<file path="config.mk">
export PLATFORM = sky130hd
export DESIGN_NAME = fourmux_arbiter_flat
export DESIGN_NICKNAME = d
export VERILOG_FILES = /design/src/rtl/fourmux_arbiter_pkg.sv /design/src/rtl/fourmux_arbiter_if.sv /design/src/rtl/fourmux_arbiter_rr_pick4.sv /design/src/rtl/fourmux_arbiter.sv /design/src/flat_wrapper.sv
export SDC_FILE = /design/constraint.sdc
export NUM_CORES = 1
export LEC_CHECK = 0
export BUFFER_PORTS_ARGS = -buffer_cell sky130_fd_sc_hd__buf_2
export CAP_MARGIN = 40
export CORE_ASPECT_RATIO = 0.5
export CORE_MARGIN = 8
export CORE_UTILIZATION = 38
export CTS_CLUSTER_DIAMETER = 40
export DETAILED_ROUTE_END_ITERATION = 8
export GPL_TIMING_DRIVEN = 0
export PLACE_DENSITY = 0.61
export SYNTH_ARGS = -nofsm -noshare
export SYNTH_HDL_FRONTEND = slang
export SYNTH_HIERARCHICAL = 1
export SYNTH_SLANG_ARGS = --single-unit
</file>
<file path="constraint.sdc">
create_clock -name clk -period 2.2 [get_ports clk]
set_clock_uncertainty 0.15 [all_clocks]
set_input_delay 0.44 -clock clk [delete_from_list [all_inputs] [get_ports clk]]
set_output_delay 0.44 -clock clk [all_outputs]
set_load 0.02 [all_outputs]
</file>
<file path="src/rtl/fourmux_arbiter_pkg.sv">
// Shared types and helpers for the fourmux round-robin arbiter.
package fourmux_arb_pkg;

    typedef enum logic {
        IDLE  = 1'b0,
        GRANT = 1'b1
    } arb_state_e;

    localparam int unsigned N_REQ = 4;

    // The mux gates input Dk with S = {k[0], k[1]}, so the index bits are swapped.
    function automatic logic [1:0] idx_to_sel(input logic [1:0] idx);
        return {idx[0], idx[1]};
    endfunction

endpackage

</file>
<file path="src/rtl/fourmux_arbiter_if.sv">
// Request/grant bundle between the requesting units and the arbiter.
interface fourmux_arbiter_if;

    logic [3:0] req;
    logic [3:0] gnt;
    logic [1:0] sel;
    logic [1:0] owner;
    logic       busy;

    modport master (output req, input gnt, input sel, input owner, input busy);
    modport slave  (input req, output gnt, output sel, output owner, output busy);

endinterface

</file>
<file path="src/rtl/fourmux_arbiter_rr_pick4.sv">
// Combinational round-robin picker: first eligible request searching upward
// from last+1, wrapping modulo 4, optionally skipping one index.
module rr_pick4
    import fourmux_arb_pkg::*;
(
    input  logic [3:0] req,
    input  logic [1:0] last,
    input  logic       exclude_en,
    input  logic [1:0] exclude_idx,
    output logic       found,
    output logic [1:0] idx
);

    logic [1:0] cand;

    // Scan the four positions after last in priority order; the first hit wins.
    always_comb begin
        found = 1'b0;
        idx   = '0;
        cand  = '0;
        for (int unsigned i = 1; i <= N_REQ; i++) begin
            cand = last + 2'(i);
            if (!found && req[cand] && !(exclude_en && (cand == exclude_idx))) begin
                found = 1'b1;
                idx   = cand;
            end
        end
    end

endmodule

</file>
<file path="src/rtl/fourmux_arbiter.sv">
// Round-robin arbiter and select sequencer for the shared four-way mux.
module fourmux_arbiter
    import fourmux_arb_pkg::*;
#(
    parameter int unsigned MAX_HOLD = 8
)
(
    input  logic             clk,
    input  logic             reset,
    fourmux_arbiter_if.slave bus
);

    localparam logic [7:0] HOLD_LIM = 8'(MAX_HOLD);
    localparam logic       HOLD_EN  = (MAX_HOLD != 0);

    arb_state_e state_q;
    logic [1:0] last_q;
    logic [1:0] owner_q;
    logic [7:0] cnt_q;
    logic [3:0] gnt_q;
    logic [1:0] sel_q;
    logic       busy_q;

    logic       pick_found;
    logic [1:0] pick_idx;
    logic       owner_req;
    logic       take_new;
    logic       go_idle;
    logic       hold_inc;

    // While granted, the owner is excluded so "found" also means "someone else waits".
    rr_pick4 u_pick (
        .req         (bus.req),
        .last        (last_q),
        .exclude_en  (state_q == GRANT),
        .exclude_idx (owner_q),
        .found       (pick_found),
        .idx         (pick_idx)
    );

    // Decide between new grant (start/rotate/handover), release to idle, or hold.
    always_comb begin
        take_new  = 1'b0;
        go_idle   = 1'b0;
        hold_inc  = 1'b0;
        owner_req = bus.req[owner_q];
        case (state_q)
            IDLE: take_new = pick_found;
            GRANT: begin
                if (owner_req) begin
                    if (HOLD_EN && (cnt_q == HOLD_LIM) && pick_found) begin
                        take_new = 1'b1;
                    end else if (HOLD_EN && (cnt_q != HOLD_LIM)) begin
                        hold_inc = 1'b1;
                    end
                end else begin
                    take_new = pick_found;
                    go_idle  = !pick_found;
                end
            end
            default: ;
        endcase
    end

    // State, hold counter, last owner and registered outputs update together.
    always_ff @(posedge clk) begin
        if (reset) begin
            state_q <= IDLE;
            last_q  <= 2'd3;
            owner_q <= '0;
            cnt_q   <= '0;
            gnt_q   <= '0;
            sel_q   <= '0;
            busy_q  <= 1'b0;
        end else if (take_new) begin
            state_q <= GRANT;
            last_q  <= pick_idx;
            owner_q <= pick_idx;
            cnt_q   <= 8'd1;
            gnt_q   <= 4'b0001 << pick_idx;
            sel_q   <= idx_to_sel(pick_idx);
            busy_q  <= 1'b1;
        end else if (go_idle) begin
            state_q <= IDLE;
            owner_q <= '0;
            cnt_q   <= '0;
            gnt_q   <= '0;
            sel_q   <= '0;
            busy_q  <= 1'b0;
        end else if (hold_inc) begin
            cnt_q   <= cnt_q + 8'd1;
        end
    end

    assign bus.gnt   = gnt_q;
    assign bus.sel   = sel_q;
    assign bus.owner = owner_q;
    assign bus.busy  = busy_q;

endmodule

</file>
<file path="src/flat_wrapper.sv">
// flat-port wrapper written by rule: the top's interface ports become plain ports
module fourmux_arbiter_flat import fourmux_arb_pkg::*;
#(
    parameter int unsigned MAX_HOLD = 8
)
  (clk, reset, bus_req, bus_gnt, bus_sel, bus_owner, bus_busy);
  fourmux_arbiter_if bus_i ();
  input  logic clk;
  input  logic reset;
  input wire logic [$bits(bus_i.req)-1:0] bus_req;
  output wire logic [$bits(bus_i.gnt)-1:0] bus_gnt;
  output wire logic [$bits(bus_i.sel)-1:0] bus_sel;
  output wire logic [$bits(bus_i.owner)-1:0] bus_owner;
  output wire logic [$bits(bus_i.busy)-1:0] bus_busy;
  assign bus_i.req = bus_req;
  assign bus_gnt = bus_i.gnt;
  assign bus_sel = bus_i.sel;
  assign bus_owner = bus_i.owner;
  assign bus_busy = bus_i.busy;
  fourmux_arbiter #(.MAX_HOLD(MAX_HOLD)) u_core (.clk(clk), .reset(reset), .bus(bus_i));
endmodule
</file>
Yosys cells after proc, flatten, opt, wreduce, memory -nomap -nowiden. Cells that the tools add are included.

$add $sub $neg: 4. Order comparisons: 5. Equality and inequality tests: 6. Shifts and indexed selects: 1. Muxes and demuxes: 37. Bitwise operators: 1. Reductions and logical operators: 23.

Operators with widths (number): $mux 1 (22); $lt 2x3->1 const B (5); $mux 2 (7); $logic_and 1x1->1 (12); $bmux 1 s2 (5); $add 8x1->8 const B (1); $eq 2x2->1 (4); $eq 8x4->1 const B (1); $logic_not 1->1 (8); $mux 4 (2); $ne 8x4->1 const B (1); $add 2x2->2 const B (2); $shl 1x2->4 const A (1); $reduce_bool 3->1 (1); $reduce_or 3->1 (1); $add 2x1->2 const B (1); $pmux 1 s2 (1); $reduce_bool 2->1 (1); $not 1->1 (1).

Bits in registers: 19. Bits of input ports: 6. Output and inout port bits: 9. Logic and storage cells: 84.

Longest topological paths before layout.
Depth after elaboration: 25. Gate-level depth with buffers: 9. Depth with buffers taken out: 8.

By module. The synthesis kept the hierarchy.

Modules (own cells, without submodules): fourmux_arbiter (times used 1, cells an instance 95, area each 857.1 um2, sequential area each 340.3 um2); rr_pick4 (times used 1, cells an instance 43, area each 374.1 um2, sequential area each 0.0 um2).

Least setup slack after synthesis. OpenSTA, ideal clock, no wires.

Path type: register to register. Start point: register u_core.owner_q[0], in the netlist u_core/bus.owner[0]. End point: register u_core.gnt_q[1], in the netlist u_core/bus.gnt[1]. Setup time: 60 ps. Arrival: 2215 ps. Required time: 1990 ps. Setup slack: -225 ps. Stages on the path, launching flop included: 9. Buffers on the path: 0. Period minus slack after synthesis: 2425 ps. Cells stage by stage: dfxtp_1 -> nand3_1 -> a32o_1 -> nand2b_2 -> a311oi_1 -> a211oi_1 -> nand2_1 -> a211oi_1 -> a22o_1.

Elaborated cells on any way between the ends: 42. Classes of those cells: eq/ne: 4; shift: 1; mux: 16; reduce/logical: 21.

RTL lines: start, declared (line fourmux_arbiter.sv:18) `logic [1:0] owner_q;`; start signal, assigned (line fourmux_arbiter.sv:78) `owner_q <= pick_idx;`; $eq 2x2->1 (line fourmux_arbiter_rr_pick4.sv:23) `if (!found && req[cand] && !(exclude_en && (cand == exclude_idx))) begin`; $logic_and 1x1->1 (line fourmux_arbiter_rr_pick4.sv:23); $logic_not 1->1 (line fourmux_arbiter_rr_pick4.sv:23); $logic_and 1x1->1 (line fourmux_arbiter_rr_pick4.sv:23); $mux 1 (line fourmux_arbiter_rr_pick4.sv:23); $logic_not 1->1 (line fourmux_arbiter_rr_pick4.sv:23); $logic_and 1x1->1 (2 in a row) (line fourmux_arbiter_rr_pick4.sv:23); $mux 1 (line fourmux_arbiter_rr_pick4.sv:23); $logic_not 1->1 (line fourmux_arbiter_rr_pick4.sv:23); $logic_and 1x1->1 (2 in a row) (line fourmux_arbiter_rr_pick4.sv:23); $mux 1 (line fourmux_arbiter_rr_pick4.sv:23); $logic_not 1->1 (line fourmux_arbiter_rr_pick4.sv:23); $logic_and 1x1->1 (2 in a row) (line fourmux_arbiter_rr_pick4.sv:23); $mux 2 * (line fourmux_arbiter_rr_pick4.sv:23); net u_core.pick_idx[0] (line fourmux_arbiter.sv:25) `logic [1:0] pick_idx;`; $shl 1x2->4 * (line fourmux_arbiter.sv:80) `gnt_q <= 4'b0001 << pick_idx;`; $mux 4 * (line fourmux_arbiter.sv:75) `end else if (take_new) begin`; end signal, assigned (line fourmux_arbiter.sv:80); end, declared (line fourmux_arbiter.sv:20) `logic [3:0] gnt_q;`.

Mark *: on every way through the listed nets, which the timed path passes. The rest lies on a longest branch. The select of a mux whose other input is x is not followed. A chain may end at the register's enable or synchronous reset.

Worst setup path in the final report.
Start point: register u_core.last_q[1]. End point: register u_core.last_q[0].

Longest elaborated chain between the ends: 22. Elaborated cells on any way between the ends: 45. Classes of those cells: add/sub: 3; eq/ne: 4; mux: 19; reduce/logical: 19.

RTL lines: start, declared (line fourmux_arbiter.sv:17) `logic [1:0] last_q;`; start signal, assigned (line fourmux_arbiter.sv:77) `last_q <= pick_idx;`; $add 2x1->2 (line fourmux_arbiter_rr_pick4.sv:22) `cand = last + 2'(i);`; $eq 2x2->1 (line fourmux_arbiter_rr_pick4.sv:23); $logic_and 1x1->1 (line fourmux_arbiter_rr_pick4.sv:23); $logic_not 1->1 (line fourmux_arbiter_rr_pick4.sv:23); $logic_and 1x1->1 (line fourmux_arbiter_rr_pick4.sv:23); $mux 1 (line fourmux_arbiter_rr_pick4.sv:23); $logic_not 1->1 (line fourmux_arbiter_rr_pick4.sv:23); $logic_and 1x1->1 (2 in a row) (line fourmux_arbiter_rr_pick4.sv:23); [... 5 more ...]; $logic_not 1->1 (line fourmux_arbiter_rr_pick4.sv:23); $logic_and 1x1->1 (2 in a row) (line fourmux_arbiter_rr_pick4.sv:23); $mux 1 * (line fourmux_arbiter_rr_pick4.sv:23); net u_core.pick_found (line fourmux_arbiter.sv:24) `logic pick_found;`; $logic_and 1x1->1 (line fourmux_arbiter.sv:51) `if (HOLD_EN && (cnt_q == HOLD_LIM) && pick_found) begin`; $mux 1 (line fourmux_arbiter.sv:51); $mux 1 (line fourmux_arbiter.sv:50) `if (owner_req) begin`; $pmux 1 s2 * (line fourmux_arbiter.sv:47) `case (state_q)`.

Marked as above.

==> run metrics <==
crit path DAT=2.37 ns; Core Area=a little over 3000 um^2; Worst Setup End Kind=flip-flop; deepest clock path buffer count=2; total of warnings raised by yosys=6; wire length per cell=16.1 um; Netlist cell types=54; Netlist Area Pre-Place=around 1200 um^2; GP Congestion=0.775; CP max stage delay=between 0.4 and 0.5 ns; Hold WS=0.295 ns; synthesized flop and latch total=17; clk_lat worst skew=around 0.25 ns; crit-path cells=buf_6, buf_4, mux4_2, and2b_4, nor3_2, nand2_2, nand2_1, a21oi_1, a211o_1; antenna violations before repair=0; Placement Setup Slack=-0.326 ns; RSZ-0062 raised after global routing=true; Vias/cell=5.92; Seq/Total Area, Yosys=27.6%; Crit-path slowest cell=mux4_2; syn_area_per_cell=8.92 um^2; Synth area leader=dfxtp_1; CP max FO=6; CTS Buf Count=3; Total Routed Length=3260 um; Root Driver=clkbuf_8; Rel. slew slack=between 50% and 60%; GRT overflow=0; Layout area overhead=34.8%; Main synth FF type=dfxtp_1; Max VDD drop=578 uV; worst endpoint required time=around 2.2 ns; leakage=0.000601 uW; EDFF count, synth=0; CP startpoint kind=flip-flop; Final Worst Setup Slack=-0.171 ns; first-pass GRT wire length=5380 um; post-synthesis async set-or-reset flop share=0%; Final Setup Violations=16; MaxCap Viol Count=0; Final Util=between 50% and 60%; vias=1201; Max Fclk=422 MHz; clock tree sinks=17; Die X=96.5 um; post-detailed-route count of antenna-violating nets=0; Clk pin slew, worst setup/hold paths=roughly 0.06 ns; syn_nets=146; PD cells=1220 nW/um^2; outcome=complete, but fails checks; CTS tree=done; initial core utilization=40.4%; Slew @ Worst Pin=around 0.7 ns; row count=14; period utilization=108%; vias in the first global route=around 1100; DRC errors left=0; most common cell in the synthesized netlist=dfxtp_1; Yosys top cell area share=27.6%; Slew Limit Fails=0; GRT Total Usage=roughly an eighth; router iterations before antenna repair=4; io pins=15; Layout Nets=172; DP Area=1360 um^2; die span in y=56.3 um; Final Hold Viols=0; failing checks=setup timing; Post-Route Setup TNS=-2.03 ns; Buffers on Ports=13; placed wire-length estimate=2120 um; die area=5430 um^2; Synth top cells by count=dfxtp_1, a21oi_1, nand2_1, inv_1; Cells after Synth=about 140; critical path class=reg -> reg; Hold Crit Class=reg -> reg; synth top area cells=dfxtp_1, a21oi_1, mux4_1; post-route cell area=1660 um^2; pin count of the biggest net entering global routing=15; cts hold-fix bufs=0; initial DRC count=60; share of layout cells above drive strength 1=roughly two fifths; H-tree levels=1; Inserted Diodes=0; crit path time final=2.37 ns
## final timing paths
kind / from / end / slack, ns / cells after the start
hold reg to reg: u_core/bus.gnt[2] / u_core/bus.gnt[2] / 0.30 / 1
setup reg to reg: u_core/last_q[1] / u_core/last_q[0] / -0.17 / 9
setup / recovery: u_core/last_q[1] / u_core/last_q[0] / -0.17 / 9
hold / removal: u_core/bus.gnt[2] / u_core/bus.gnt[2] / 0.30 / 1
## per-stage QoR
| stage | instances | power [uW] |
|---|---|---|
| finish | 203 | 2020 |
| global route | 203 | 2150 |
| CTS | 200 | 1890 |
| detailed placement | 191 | 1370 |
| global placement | 191 | 1360 |
| floorplan | 138 | 1160 |
## per-layer routing
layer  routed length (um)  share of wire, %  global-route usage [%]  up-vias
met2                 1510                46                    18.1       18
met3                  136               4.2                    2.78        2
met4                   17              0.52                    4.49        0
li1                     -                 -                       -      594
met1                 1600                49                    16.4      587
met5                    0                 0                       0        -
## worst max-delay path, delay by kind of cell (launching register included)
| kind | cells | cell delay (ns) |
|---|---|---|
| flops | 1 | 0.34 |
| compound gates | 2 | 0.33 |
| buf+inv | 2 | 0.24 |
| simple gates | 4 | 0.71 |
| mux | 1 | 0.48 |
## kinds of logic after synthesis
family          share of synthesized area [%]
buf+inv                                  5.69
flops                                    27.6
xor+xnor                                 1.32
fa+ha+maj                                2.03
simple gates                             24.0
compound gates                           29.7
mux                                      9.65
## area by class of cell
type | count | area, um^2
plain buffers | 6 | 46.3
repair buffers | 21 | 134
clock buffers | 4 | 45.0
inverters | 8 | 32.5
flip-flops and latches | 17 | 357
multi-input cells | 107 | 995
fillers | 286 | 1390
well taps | 40 | 50.0
## cells in the final DEF (no fill, tap or decap), types with 2 or more instances in the layout
cell type | Yosys | routed
a22o_1 | 2 | 2
nor2_1 | 2 | 2
buf_4 | 2 | 6
a21oi_1 | 12 | 7
dfxtp_1 | 17 | 12
mux2i_1 | 3 | 3
o211ai_1 | 2 | 2
ha_1 | 2 | 2
nor2b_1 | 2 | 2
inv_1 | 8 | 7
buf_6 | 1 | 5
dfxtp_4 | 0 | 4
mux4_2 | 1 | 2
a21oi_2 | 0 | 5
nand2_1 | 9 | 7
or3_1 | 5 | 5
o31ai_1 | 2 | 2
or3b_1 | 2 | 2
clkbuf_8 | 0 | 3
nand2_2 | 0 | 2
a211o_1 | 2 | 2
o21ai_0 | 6 | 5
nand3_1 | 6 | 6
a211oi_2 | 0 | 3
a21o_1 | 3 | 3
buf_2 | 2 | 15
nand3b_1 | 4 | 4
nand2b_1 | 3 | 3
or4_1 | 3 | 3
## timing repair
item | CTS | global route
resized for setup | 25 | 15
setup endpoints to repair | 15 | 16
gates cloned | 1 | 0
setup buffers | 4 | 3
pin swaps | 14 | 6
hold endpoints to repair | 0 | 0
## sequential cells by signal, indices dropped and copies added (netlist names)
register          flops
u_core/bus.busy       1
u_core/bus.gnt        4
u_core/bus.owner      1
u_core/bus.sel        1
u_core/cnt_q          8
u_core/last_q         2
## power by group
part	switching [uW]	leakage [uW]	internal (uW)
registers	106	0.000141	391
clock network	104	0.0000228	129
logic	671	0.000437	616
total	880	0.000601	1140
Note: power is estimated with default switching activity, not from simulation.
